File: src/rtl/mem_arb_pkg.sv
// Shared types and widths for the unified-memory port arbiter.
package mem_arb_pkg;

  localparam int ADDR_W = 30;
  localparam int DATA_W = 32;
  localparam int CNT_W  = 4;

  typedef enum logic [1:0] {
    IDLE   = 2'd0,
    ACCESS = 2'd1,
    RESP   = 2'd2
  } state_e;

  typedef enum logic {
    OWN_D  = 1'b0,
    OWN_IF = 1'b1
  } owner_e;

endpackage

File: src/rtl/mem_arb_stats.sv
// Free-running grant and stall counters for the memory port arbiter.
module mem_arb_stats (
  input  logic        clk,
  input  logic        rst,
  input  logic        if_grant_i,
  input  logic        d_grant_i,
  input  logic        stall_i,
  output logic [31:0] if_grants_o,
  output logic [31:0] d_grants_o,
  output logic [31:0] stall_cycles_o
);

  logic [31:0] if_grants_q, d_grants_q, stall_cycles_q;

  // Counters wrap naturally at 2^32.
  always_ff @(posedge clk or posedge rst) begin
    if (rst) begin
      if_grants_q    <= '0;
      d_grants_q     <= '0;
      stall_cycles_q <= '0;
    end else begin
      if (if_grant_i) if_grants_q    <= if_grants_q + 32'd1;
      if (d_grant_i)  d_grants_q     <= d_grants_q + 32'd1;
      if (stall_i)    stall_cycles_q <= stall_cycles_q + 32'd1;
    end
  end

  assign if_grants_o    = if_grants_q;
  assign d_grants_o     = d_grants_q;
  assign stall_cycles_o = stall_cycles_q;

endmodule

File: src/rtl/mem_port_arbiter.sv
// Arbitrates fetch and data requests onto one multi-cycle memory port.
// Define MEM_ARB_STATS_EN to add the stat_* grant/stall counter outputs.
module mem_port_arbiter
  import mem_arb_pkg::*;
#(
  parameter int MEM_LATENCY  = 2,
  parameter int MEM_DEPTH    = 31,
  parameter int STARVE_LIMIT = 4
) (
  input  logic              clk,
  input  logic              reset,
  input  logic              if_req,
  input  logic [ADDR_W-1:0] if_addr,
  input  logic              d_req,
  input  logic [ADDR_W-1:0] d_addr,
  input  logic [DATA_W-1:0] d_wdata,
  input  logic              d_we,
  output logic              if_ack,
  output logic              d_ack,
  output logic [DATA_W-1:0] if_rdata,
  output logic [DATA_W-1:0] d_rdata,
  output logic              d_err,
  output logic              if_stall,
  output logic              d_stall,
  output logic              mem_select,
  output logic [ADDR_W-1:0] mem_addr,
  output logic [DATA_W-1:0] mem_wdata,
  output logic              mem_wren,
  input  logic [DATA_W-1:0] mem_rdata,
  output logic [1:0]        dbg_state
`ifdef MEM_ARB_STATS_EN
  ,
  output logic [31:0]       stat_if_grants,
  output logic [31:0]       stat_d_grants,
  output logic [31:0]       stat_stall_cycles
`endif
);

  localparam int SW = (STARVE_LIMIT < 1) ? 1 : $clog2(STARVE_LIMIT + 1);
  localparam logic [SW-1:0]     STARVE_MAX = SW'(STARVE_LIMIT);
  localparam logic [ADDR_W-1:0] DEPTH_A    = ADDR_W'(MEM_DEPTH);

  // Handshake: a requester raises req with stable address/data and holds it
  // until its ack pulses for one cycle; it must drop or change req the cycle
  // after. Stall is req && !ack, so the pipeline is frozen until that pulse.

  state_e            state_q, state_d;
  owner_e            owner_q, owner_d;
  logic [CNT_W-1:0]  cnt_q, cnt_d;
  logic [ADDR_W-1:0] addr_q, addr_d;
  logic [DATA_W-1:0] wdata_q, wdata_d;
  logic              we_q, we_d;
  logic              oor_q, oor_d;
  logic              wren_q, wren_d;
  logic [SW-1:0]     starve_q, starve_d;
  logic [DATA_W-1:0] if_rdata_q, if_rdata_d;
  logic [DATA_W-1:0] d_rdata_q, d_rdata_d;
  logic              grant_if, grant_d;

  always_ff @(posedge clk or posedge reset) begin
    if (reset) begin
      state_q    <= IDLE;
      owner_q    <= OWN_IF;
      cnt_q      <= '0;
      addr_q     <= '0;
      wdata_q    <= '0;
      we_q       <= 1'b0;
      oor_q      <= 1'b0;
      wren_q     <= 1'b0;
      starve_q   <= '0;
      if_rdata_q <= '0;
      d_rdata_q  <= '0;
    end else begin
      state_q    <= state_d;
      owner_q    <= owner_d;
      cnt_q      <= cnt_d;
      addr_q     <= addr_d;
      wdata_q    <= wdata_d;
      we_q       <= we_d;
      oor_q      <= oor_d;
      wren_q     <= wren_d;
      starve_q   <= starve_d;
      if_rdata_q <= if_rdata_d;
      d_rdata_q  <= d_rdata_d;
    end
  end

  always_comb begin
    state_d    = state_q;
    owner_d    = owner_q;
    cnt_d      = cnt_q;
    addr_d     = addr_q;
    wdata_d    = wdata_q;
    we_d       = we_q;
    oor_d      = oor_q;
    wren_d     = 1'b0;
    starve_d   = starve_q;
    if_rdata_d = if_rdata_q;
    d_rdata_d  = d_rdata_q;
    grant_if   = 1'b0;
    grant_d    = 1'b0;

    case (state_q)
      IDLE: begin
        if (if_req || d_req) begin
          // Data has priority unless fetch has been passed over STARVE_LIMIT times.
          if (if_req && (!d_req || starve_q == STARVE_MAX)) grant_if = 1'b1;
          else                                              grant_d  = 1'b1;
          state_d = ACCESS;
          cnt_d   = CNT_W'(MEM_LATENCY - 1);
          if (grant_if) begin
            owner_d  = OWN_IF;
            addr_d   = if_addr;
            we_d     = 1'b0;
            oor_d    = (if_addr >= DEPTH_A);
            starve_d = '0;
          end else begin
            owner_d = OWN_D;
            addr_d  = d_addr;
            wdata_d = d_wdata;
            we_d    = d_we;
            oor_d   = (d_addr >= DEPTH_A);
            wren_d  = d_we && (d_addr < DEPTH_A);
            if (if_req && starve_q != STARVE_MAX) starve_d = starve_q + SW'(1);
          end
        end
      end
      ACCESS: begin
        if (cnt_q == '0) begin
          state_d = RESP;
          if (owner_q == OWN_IF)  if_rdata_d = oor_q ? '0 : mem_rdata;
          else if (!we_q)         d_rdata_d  = oor_q ? '0 : mem_rdata;
        end else begin
          cnt_d = cnt_q - CNT_W'(1);
        end
      end
      RESP:    state_d = IDLE;
      default: state_d = IDLE;
    endcase
  end

  assign if_ack     = (state_q == RESP) && (owner_q == OWN_IF);
  assign d_ack      = (state_q == RESP) && (owner_q == OWN_D);
  assign d_err      = d_ack && oor_q;
  assign if_rdata   = if_rdata_q;
  assign d_rdata    = d_rdata_q;
  assign if_stall   = if_req && !if_ack;
  assign d_stall    = d_req && !d_ack;
  assign mem_select = (owner_q == OWN_IF);
  assign mem_addr   = addr_q;
  assign mem_wdata  = wdata_q;
  assign mem_wren   = wren_q;
  assign dbg_state  = state_q;

`ifdef MEM_ARB_STATS_EN
  mem_arb_stats u_stats (
    .clk            (clk),
    .rst            (reset),
    .if_grant_i     (grant_if),
    .d_grant_i      (grant_d),
    .stall_i        (if_stall || d_stall),
    .if_grants_o    (stat_if_grants),
    .d_grants_o     (stat_d_grants),
    .stall_cycles_o (stat_stall_cycles)
  );
`endif

endmodule

File: config.mk
export PLATFORM = sky130hd
export DESIGN_NAME = mem_port_arbiter
export DESIGN_NICKNAME = d
export VERILOG_FILES = /design/src/rtl/mem_arb_pkg.sv /design/src/rtl/mem_arb_stats.sv /design/src/rtl/mem_port_arbiter.sv
export SDC_FILE = /design/constraint.sdc
export NUM_CORES = 1
export LEC_CHECK = 0
export ABC_AREA = 1
export CORE_MARGIN = 2
export CORE_UTILIZATION = 30
export CTS_CLUSTER_DIAMETER = 150
export DETAILED_ROUTE_END_ITERATION = 12
export HOLD_SLACK_MARGIN = 0.1
export SLEW_MARGIN = 30
export SYNTH_ARGS = -nofsm -noshare
export SYNTH_HDL_FRONTEND = slang
export SYNTH_SLANG_ARGS = --single-unit
File: constraint.sdc
create_clock -name clk -period 9.76 [get_ports clk]
set_input_delay 1.952 -clock clk [delete_from_list [all_inputs] [get_ports clk]]
set_output_delay 1.952 -clock clk [all_outputs]
set_load 0.02 [all_outputs]
==> results.ini <==
[clock_network]
clk_path_buf_depth = 2
root_buffer = clkbuf_16
worstSkewPairLatency_ns = 0.42
postCtsHoldBufs = 0
cts_setup_buffers = 0
tritoncts = yes
cts_buffers = 17
path_clk_slew_ns = 0.05
h-tree-depth = 4
cts_resized = 0
clkSinkCount = 139

[sta]
slew_violations = 0
rsz0062_at_grt = false
max_freq_ghz = 0.192
slew_headroom_pct = 45.9
skew_ns = 0.0110
worst_slew_pin_slew_ns = 0.811
hold_viol_final = 0
period_minus_slack_ns = 5.20
setup_viol = 0
period_share_pct = 53.3
fin_tns_setup_ns = 0

[power]
p_per_area_mw_per_mm2 = 319
finalPower_uw = 3110
peakVddDrop_mv = 0.125
p_leak_uw = 0.00459

[flow_run]
drv_cap = 0

[floorplan]
core_sq_mm = 0.0208
rows = 53
start_util_pct = 30.3
die_x_um = 149
ios = 264
die_area_sq_mm = 0.0222
chipHeight_um = 149

[worst_setup_path]
worst-path-max-fanout = 4
cp_slowest_cell = clkdlybuf4s50_1
r2r_slack_ns = 7.27
end_kind = output port
crit_type = input pin to output port
cpMostUsedCell = clkdlybuf4s50_1
cp-start-kind = input pin
worstPathRequired_ns = 7.81
crit_arrival_ns = 3.25
slowest_delay_ns = 0.59
worstPathCellList = clkdlybuf4s50_1 -> o21ai_0 -> inv_1 -> clkdlybuf4s50_1

[placement]
place.detailed.hpwl_mm = 13.4
numPortBuffers = 263
place.gp.congestion = 0.795

[detailed_routing]
drc = 0
dr.pass1.iters = 4
wl_per_cell_um = 14.6
viasPerCell = 4.33
drt_wl_total_mm = 19.2
ant_nets = 0
drt_iter0_markers = 212
vias = 5703

[synthesis]
yosys_warnings = 0
ys_types = 28
syn_area_sq_mm = 0.00632
ys_ff_latch = 139
yosysSeqAreaShare_pct = 55.1
syn-num-nets = 909
syn_avg_cell_area_sq_um = 8.14
synthCells = 776

[finish]
syn_to_final_growth_pct = 54.1
layout_commonest_cell = nand2_1
fill_cells = 2080
fin_nets = 1164
drive_gt1_share_pct = 7.67
mostFrequentLayoutCells = nand2_1, clkdlybuf4s50_1, dfrtp_1, inv_1, nor2_1
antenna_cells = 0

[global_route]
grt_pass1_vias = 5756
overflow = 0
grt_usage_pct = 17.6
antenna_found_initial = 0
grt_max_degree = 71
grt_pass1_wl_mm = 30.1

[hold_path]
hold_class = register to register

[outcome]
status = completed

critical path: cells and delay by family:
| family | cells | cell delay, ns |
|---|---|---|
| AOI/OAI and AO/OA | 1 | 0.10 |
| buffers and inverters | 3 | 1.20 |
final timing paths:
path	startpoint	endpoint	cells past startpoint
min in group asynchronous	reset	mem_wdata[0]	2
min	mem_wdata[14]	mem_wdata[14]	2
max in group asynchronous	reset	d_rdata[16]	3
max	if_req	if_stall	4
min reg2reg	mem_wdata[14]	mem_wdata[14]	2
max reg2reg	dbg_state[0]	mem_addr[20]	8
cell type report:
class / instances / area, sq um / area share [%]
Clock buffer: 19 / 453 / 4.65
Clock inverter: 12 / 114 / 1.17
Inverter: 110 / 420 / 4.32
Multi-Input combinational cell: 494 / 2240 / 23.0
Sequential cell: 139 / 3480 / 35.8
Tap cell: 275 / 344 / 3.54
Timing Repair Buffer: 269 / 2680 / 27.5
power by group:
part / internal (uW) / leakage, uW / switching, uW
Sequential: 839 / 0.00174 / 142
Clock: 365 / 0.000269 / 261
Combinational: 646 / 0.00258 / 852
registers in the layout, indices dropped and copies added, names as in the netlist:
register	count
starve_q	3
mem_wdata	32
if_rdata	32
mem_wren	1
d_rdata	32
mem_select	1
oor_q	1
cnt_q	4
dbg_state	2
we_q	1
mem_addr	30
synthesized netlist by cell type, drive strengths merged:
| cell | count | area, sq um |
|---|---|---|
| nand2 | 301 | 1140 |
| dfrtp | 138 | 3450 |
| clkbuf | 13 | 48.8 |
| and2 | 2 | 12.5 |
| nand4 | 3 | 18.8 |
| a21oi | 4 | 20.0 |
| o211ai | 18 | 135 |
| o21ai | 72 | 469 |
| nor3 | 3 | 26.3 |
| inv | 110 | 413 |
| nor2 | 67 | 262 |
| buf | 20 | 138 |
| o22ai | 1 | 6.26 |
| ha | 4 | 50.1 |
| nand3 | 17 | 85.1 |
| dfstp | 1 | 26.3 |
| nand3b | 1 | 7.51 |
| or2 | 1 | 6.26 |
per-layer routing:
metal	GRT usage [%]	routed length, um
met5	0	0
met1	21.1	8190
met2	29.3	9000
met4	5.67	314
met3	6.73	1730
through the flow:
stage | utilization, % | hold slack [ns] | cell area [sq um] | instances | worst slack, ns
6_report | 46.7 | 0.477 | 9730 | 1318 | 4.56
5_1_grt | 46.7 | 0.491 | 9730 | 1318 | 4.50
4_1_cts | 46.7 | 0.481 | 9730 | 1318 | 4.55
3_5_place_dp | 44.0 | 0.466 | 9160 | 1287 | 4.56
3_3_place_gp | 44.0 | 0.461 | 9160 | 1287 | 4.56
2_1_floorplan | - | 0.462 | 6320 | 776 | 4.09
kinds of logic after synthesis:
| group | Yosys count | share of synthesized area, % |
|---|---|---|
| simple gates | 395 | 24.7 |
| fa+ha+maj | 4 | 0.792 |
| buf+inv | 143 | 9.49 |
| compound gates | 95 | 9.98 |
| flops | 139 | 55.1 |
(Power assumes the default switching activity.)
